**config.mk**
```make
export PLATFORM = sky130hd
export DESIGN_NAME = vga_timing_gen
export DESIGN_NICKNAME = d
export VERILOG_FILES = /design/src/rtl/vga_timing_gen.sv
export SDC_FILE = /design/constraint.sdc
export NUM_CORES = 1
export LEC_CHECK = 0
export BUFFER_PORTS_ARGS = -buffer_cell sky130_fd_sc_hd__buf_4
export CAP_MARGIN = 20
export CORE_MARGIN = 5
export CORE_UTILIZATION = 52
export DETAILED_ROUTE_END_ITERATION = 8
export GPL_TIMING_DRIVEN = 0
export PLACE_DENSITY = 0.84
export SYNTH_ARGS = -nofsm -noshare
export SYNTH_HDL_FRONTEND = slang
export SYNTH_SLANG_ARGS = --single-unit
```
**constraint.sdc**
```tcl
create_clock -name clk -period 7.45 [get_ports clk]
set_clock_uncertainty 0.2 [all_clocks]
set_input_delay 1.49 -clock clk [delete_from_list [all_inputs] [get_ports clk]]
set_output_delay 1.49 -clock clk [all_outputs]
set_load 0.02 [all_outputs]
```
**src/rtl/vga_timing_gen.sv**
```systemverilog
// VGA pixel-timing master: stage-0 counters/decodes drive X_ADDR/Y_ADDR/VGA_DE, stage-1 registers RGB, sync and blank.
// Latency: DAC pins (RGB, HS, VS, BLANK_N) lag X_ADDR/Y_ADDR by exactly one pixel clock, mutually aligned.
// No backpressure: iRed/iGreen/iBlue sampled every cycle; optional colour-bar generator under `VGA_TEST_PATTERN_EN`.
// H_TOTAL and V_TOTAL must both stay <= 2047 so the 11-bit counters cannot overflow.
module vga_timing_gen #(
  parameter int unsigned H_ACTIVE = 640,
  parameter int unsigned H_FP     = 16,
  parameter int unsigned H_SYNC   = 96,
  parameter int unsigned H_BP     = 48,
  parameter int unsigned V_ACTIVE = 480,
  parameter int unsigned V_FP     = 10,
  parameter int unsigned V_SYNC   = 2,
  parameter int unsigned V_BP     = 33,
  parameter bit          HS_POL   = 1'b0,
  parameter bit          VS_POL   = 1'b0
) (
  input  logic        clk,
  input  logic        rst,
`ifdef VGA_TEST_PATTERN_EN
  input  logic        test_mode,
`endif
  input  logic [9:0]  iRed,
  input  logic [9:0]  iGreen,
  input  logic [9:0]  iBlue,
  output logic [10:0] X_ADDR,
  output logic [10:0] Y_ADDR,
  output logic        VGA_DE,
  output logic        FRAME_START,
  output logic [9:0]  VGA_R,
  output logic [9:0]  VGA_G,
  output logic [9:0]  VGA_B,
  output logic        VGA_HS,
  output logic        VGA_VS,
  output logic        VGA_BLANK_N,
  output logic        VGA_SYNC_N
);

  localparam int unsigned H_TOTAL = H_ACTIVE + H_FP + H_SYNC + H_BP;
  localparam int unsigned V_TOTAL = V_ACTIVE + V_FP + V_SYNC + V_BP;

  // 11-bit versions of the timing boundaries so every compare is width-matched
  localparam logic [10:0] L_H_LAST   = 11'(H_TOTAL - 1);
  localparam logic [10:0] L_V_LAST   = 11'(V_TOTAL - 1);
  localparam logic [10:0] L_H_ACTIVE = 11'(H_ACTIVE);
  localparam logic [10:0] L_V_ACTIVE = 11'(V_ACTIVE);
  localparam logic [10:0] L_HS_BEG   = 11'(H_ACTIVE + H_FP);
  localparam logic [10:0] L_HS_END   = 11'(H_ACTIVE + H_FP + H_SYNC);
  localparam logic [10:0] L_VS_BEG   = 11'(V_ACTIVE + V_FP);
  localparam logic [10:0] L_VS_END   = 11'(V_ACTIVE + V_FP + V_SYNC);

  // Stage-0 state
  logic [10:0] r_h_cnt;
  logic [10:0] r_v_cnt;
  logic        r_de;
  logic        r_frame_start;
  logic        r_hs0;
  logic        r_vs0;

  // Stage-1 state
  logic [9:0]  r_red;
  logic [9:0]  r_green;
  logic [9:0]  r_blue;
  logic        r_hs;
  logic        r_vs;
  logic        r_blank_n;

  // Next counter values; decodes are taken from these so they land aligned with the counters
  logic        w_h_wrap;
  logic [10:0] w_h_nxt;
  logic [10:0] w_v_nxt;

  // RGB candidate for stage 1 before DE gating
  logic [9:0]  w_red_sel;
  logic [9:0]  w_green_sel;
  logic [9:0]  w_blue_sel;

  assign w_h_wrap = (r_h_cnt == L_H_LAST);
  assign w_h_nxt  = w_h_wrap ? 11'd0 : (r_h_cnt + 11'd1);
  assign w_v_nxt  = !w_h_wrap              ? r_v_cnt :
                    (r_v_cnt == L_V_LAST)  ? 11'd0   : (r_v_cnt + 11'd1);

  // Stage 0: pixel/line counters plus registered decodes of their next values
  always_ff @(posedge clk) begin
    if (rst) begin
      r_h_cnt       <= L_H_LAST;
      r_v_cnt       <= L_V_LAST;
      r_de          <= 1'b0;
      r_frame_start <= 1'b0;
      r_hs0         <= 1'b0;
      r_vs0         <= 1'b0;
    end else begin
      r_h_cnt       <= w_h_nxt;
      r_v_cnt       <= w_v_nxt;
      r_de          <= (w_h_nxt < L_H_ACTIVE) && (w_v_nxt < L_V_ACTIVE);
      r_frame_start <= (w_h_nxt == 11'd0) && (w_v_nxt == 11'd0);
      r_hs0         <= (w_h_nxt >= L_HS_BEG) && (w_h_nxt < L_HS_END);
      r_vs0         <= (w_v_nxt >= L_VS_BEG) && (w_v_nxt < L_VS_END);
    end
  end

`ifdef VGA_TEST_PATTERN_EN
  localparam logic [10:0] L_BAR_LAST = 11'((H_ACTIVE / 8) - 1);

  // Bar index tracks X_ADDR / (H_ACTIVE/8) incrementally, avoiding a divider
  logic [2:0]  r_bar_idx;
  logic [10:0] r_bar_px;

  // Bar counter: restarts with each line, steps the index every H_ACTIVE/8 pixels
  always_ff @(posedge clk) begin
    if (rst || (w_h_nxt == 11'd0)) begin
      r_bar_idx <= 3'd0;
      r_bar_px  <= 11'd0;
    end else if (r_bar_px == L_BAR_LAST) begin
      r_bar_idx <= r_bar_idx + 3'd1;
      r_bar_px  <= 11'd0;
    end else begin
      r_bar_px  <= r_bar_px + 11'd1;
    end
  end

  // Colour source select; bar order white,yellow,cyan,green,magenta,red,blue,black
  // reduces to red=~idx[1], green=~idx[2], blue=~idx[0]
  always_comb begin
    w_red_sel   = iRed;
    w_green_sel = iGreen;
    w_blue_sel  = iBlue;
    if (test_mode) begin
      w_red_sel   = {10{~r_bar_idx[1]}};
      w_green_sel = {10{~r_bar_idx[2]}};
      w_blue_sel  = {10{~r_bar_idx[0]}};
    end
  end
`else
  // Colour source is always the external RGB-select stage
  always_comb begin
    w_red_sel   = iRed;
    w_green_sel = iGreen;
    w_blue_sel  = iBlue;
  end
`endif

  // Stage 1: register DAC colour (blanked outside DE), polarity-mapped syncs and blank
  always_ff @(posedge clk) begin
    if (rst) begin
      r_red     <= 10'd0;
      r_green   <= 10'd0;
      r_blue    <= 10'd0;
      r_hs      <= ~HS_POL;
      r_vs      <= ~VS_POL;
      r_blank_n <= 1'b0;
    end else begin
      r_red     <= r_de ? w_red_sel   : 10'd0;
      r_green   <= r_de ? w_green_sel : 10'd0;
      r_blue    <= r_de ? w_blue_sel  : 10'd0;
      r_hs      <= r_hs0 ? HS_POL : ~HS_POL;
      r_vs      <= r_vs0 ? VS_POL : ~VS_POL;
      r_blank_n <= r_de;
    end
  end

  assign X_ADDR      = r_h_cnt;
  assign Y_ADDR      = r_v_cnt;
  assign VGA_DE      = r_de;
  assign FRAME_START = r_frame_start;
  assign VGA_R       = r_red;
  assign VGA_G       = r_green;
  assign VGA_B       = r_blue;
  assign VGA_HS      = r_hs;
  assign VGA_VS      = r_vs;
  assign VGA_BLANK_N = r_blank_n;
  assign VGA_SYNC_N  = 1'b0;

endmodule

```
==> impl_metrics.csv <==
group,metric,value,unit
setup_path,required,7.47,ns
floorplan,die_area,6050,um^2
global_routing,grt_pass1_vias,2114,
floorplan,row_count,24,
floorplan,coreArea,4410,um^2
synthesis,syn_inst,247,
global_routing,track_usage,21.2,%
detailed_routing,vias_per_cell,5.40,
detailed_routing,first_iter_violations,166,
status,status,"complete, no violations",
setup_path,cp_max_fo,6,
sta,finalCritPeriodShare,37.9,%
cts,cts_hold_buf,0,
detailed_routing,wl,6220,um
sta,finalSetupViolations,0,
cts,cts_tree,"yes",
setup_path,endpoint_kind,"flop",
global_routing,grt_start_max_net_pins,12,
cts,clkSinkCount,59,
sta,rsz0062_at_grt,"no",
floorplan,die_w,77.8,um
sta,layout_min_cycle_time,2.82,ns
global_routing,grt_use_met3,4.63,%
finish,area_delta_synth_final,40.3,%
cts,ctsResizeCount,0,
synthesis,async_flop_share,0,%
detailed_routing,wl_per_cell,15.4,um
sta,relSlewSlack,52.6,%
detailed_routing,vias,2175,
sta,hold_violations,0,
sta,tns,0,ns
power,powerDensity,363,nW/um^2
floorplan,pin_count,90,
setup_path,crit_arrival,2.85,ns
floorplan,initial_core_util,54.1,%
setup_path,start_kind,"flop",
power,p_clk_share,27.5,%
global_routing,top_usage_layer,"met2",
cts,h-tree-depth,3,
floorplan,die_y,77.8,um
sta,max_freq,0.354,GHz
placement,dp_hpwl,4590,um
cts,cts_setup_buffers,0,
global_routing,use_met2,35.0,%
power,total_power,1.22,mW
placement,numPortBuffers,88,
power,p_sw_share,37.0,%
placement,place.gp.congestion,0.946,
synthesis,ys_types,46,
global_routing,grt_antenna_before_repair,0,
flow_run,max_cap_viol_count,0,
synthesis,ys_warn_count,0,
synthesis,synth_edf_count,0,
finish,final_common_cell,"buf_4",
detailed_routing,dr.pass1.iters,4,
global_routing,overflow,0,
cts,cts_buffers,9,
sta,worst_pin_slew,0.707,ns
power,ir_drop,331,uV
power,p_leak,1.50,nW
global_routing,met1_usage,26.0,%
finish,layout.nets,382,
cts,clk_path_buf_depth,2,
synthesis,syn-num-nets,283,
global_routing,grt_pass1_wl,10300,um
power,switchingPower,450,uW
power,p_seq_share,33.4,%
sta,final-max-slew-violation-count,0,
min_path,hold_class,"reg -> reg",
finish,diodes,0,
finish,final_cell_mix,"89 x buf_4, 59 x dfxtp_1, 32 x and2_1, 17 x nor2_1, 14 x nand2_1",
setup_path,critPathKind,"reg -> reg",
power,p_int,767,uW
synthesis,syn-mean-instance-area,9.67,um^2
synthesis,seq_area_frac_synth,49.5,%
detailed_routing,ant_nets,0,
power,combPwrFrac,39.0,%
synthesis,syn-cell-area,2390,um^2
synthesis,ys_ff_latch,59,
detailed_routing,drc,0,
cts,clk_latency,0.33,ns
synthesis,synth-main-ff-cell,"dfxtp_1",
cts,clk_pin_slew_worst_paths,0.06,ns
finish,layout-drive-gt1-share,34.2,%
cts,root_buffer,"clkbuf_8",
==> registers in the layout, indices dropped and copies added (netlist names) <==
name,count
VGA_BLANK_N,1
X_ADDR,11
VGA_HS,1
VGA_R,10
VGA_G,10
VGA_DE,1
r_hs0,1
FRAME_START,1
VGA_B,10
VGA_VS,1
r_vs0,1
Y_ADDR,11
==> worst max-delay path, stage by stage (launching register included) <==
cell and delay [ns]:
dfxtp_1 0.42, ha_1 0.29, nand4_1 0.36, nor4_4 0.47, a311oi_1 0.15, a311oi_1 0.54, nand4bb_1 0.23, nor3_2 0.05
==> per-layer routing <==
| layer | wire [um] | vias to the layer above |
|---|---|---|
| met1 | 2490 | 1015 |
| met5 | 0 | - |
| li1 | - | 1050 |
| met3 | 454 | 18 |
| met2 | 3120 | 92 |
| met4 | 165 | 0 |
==> cells by family (layout without fill, tap and decap cells) <==
logic type / after synthesis / after routing / share of synthesized area, %
adders and majority gates: 4 / 4 / 2.10
AOI/OAI and AO/OA: 32 / 32 / 9.17
DFF: 59 / 59 / 49.5
and+or+nand+nor: 120 / 120 / 29.8
xor gates and xnor gates: 14 / 14 / 5.14
buffers and inverters: 15 / 119 / 3.25
other: 1 / 1 / 0.157
muxes: 2 / 2 / 0.891
==> power groups by stage <==
stage / clock (mW) / sequential (mW) / combinational, mW
2_1_floorplan: 0 / 0.459 / 0.267
3_3_place_gp: 0 / 0.412 / 0.463
3_5_place_dp: 0 / 0.413 / 0.470
4_1_cts: 0.340 / 0.407 / 0.473
5_1_grt: 0.358 / 0.416 / 0.514
6_report: 0.335 / 0.407 / 0.475
==> cell usage after synthesis, types with 4 or more instances <==
master / instances / area, um^2
clkbuf_1: 6 / 22.5
o21ai_0: 4 / 20.0
nand2_1: 14 / 52.6
nor3_1: 4 / 20.0
nand3_1: 13 / 65.1
nand2b_1: 8 / 50.1
nor4_1: 4 / 25.0
a31oi_1: 4 / 25.0
and2_1: 32 / 200
dfxtp_1: 59 / 1180
xor2_1: 4 / 35.0
nand4_1: 4 / 25.0
nor2_1: 17 / 63.8
xnor2_1: 10 / 87.6
and3_1: 6 / 37.5
inv_1: 4 / 15.0
a21oi_1: 8 / 40.0
ha_1: 4 / 50.1
==> final cells by class <==
| cell class | instances | area, um^2 |
|---|---|---|
| flip-flops and latches | 59 | 1180 |
| multi-input cells | 173 | 1130 |
| fillers | 316 | 1060 |
| repair buffers | 88 | 661 |
| clock buffers | 11 | 151 |
| clock inverters | 5 | 85.1 |
| well taps | 52 | 65.1 |
| plain buffers | 11 | 62.6 |
| inverters | 4 | 15.0 |
==> per-stage QoR <==
stage	hold slack (ns)	util, %	cells	area (um^2)	setup WS, ns
after CTS	0.175	75.9	403	3350	4.68
after global routing	0.199	75.9	403	3350	4.40
after floorplan	0.155	-	247	2390	4.93
final	0.176	75.9	403	3350	4.63
after global placement	0.161	70.5	387	3110	4.71
after detailed placement	0.164	70.5	387	3110	4.69
==> path summary, 6_finish.rpt <==
kind	from	end	slack (ns)	cells after the start
min reg2reg	r_vs0	VGA_VS	0.18	1
max	X_ADDR[0]	FRAME_START	4.63	7
max reg2reg	X_ADDR[0]	FRAME_START	4.63	7
min	r_vs0	VGA_VS	0.18	1
Power figures use the tool's default switching activity.
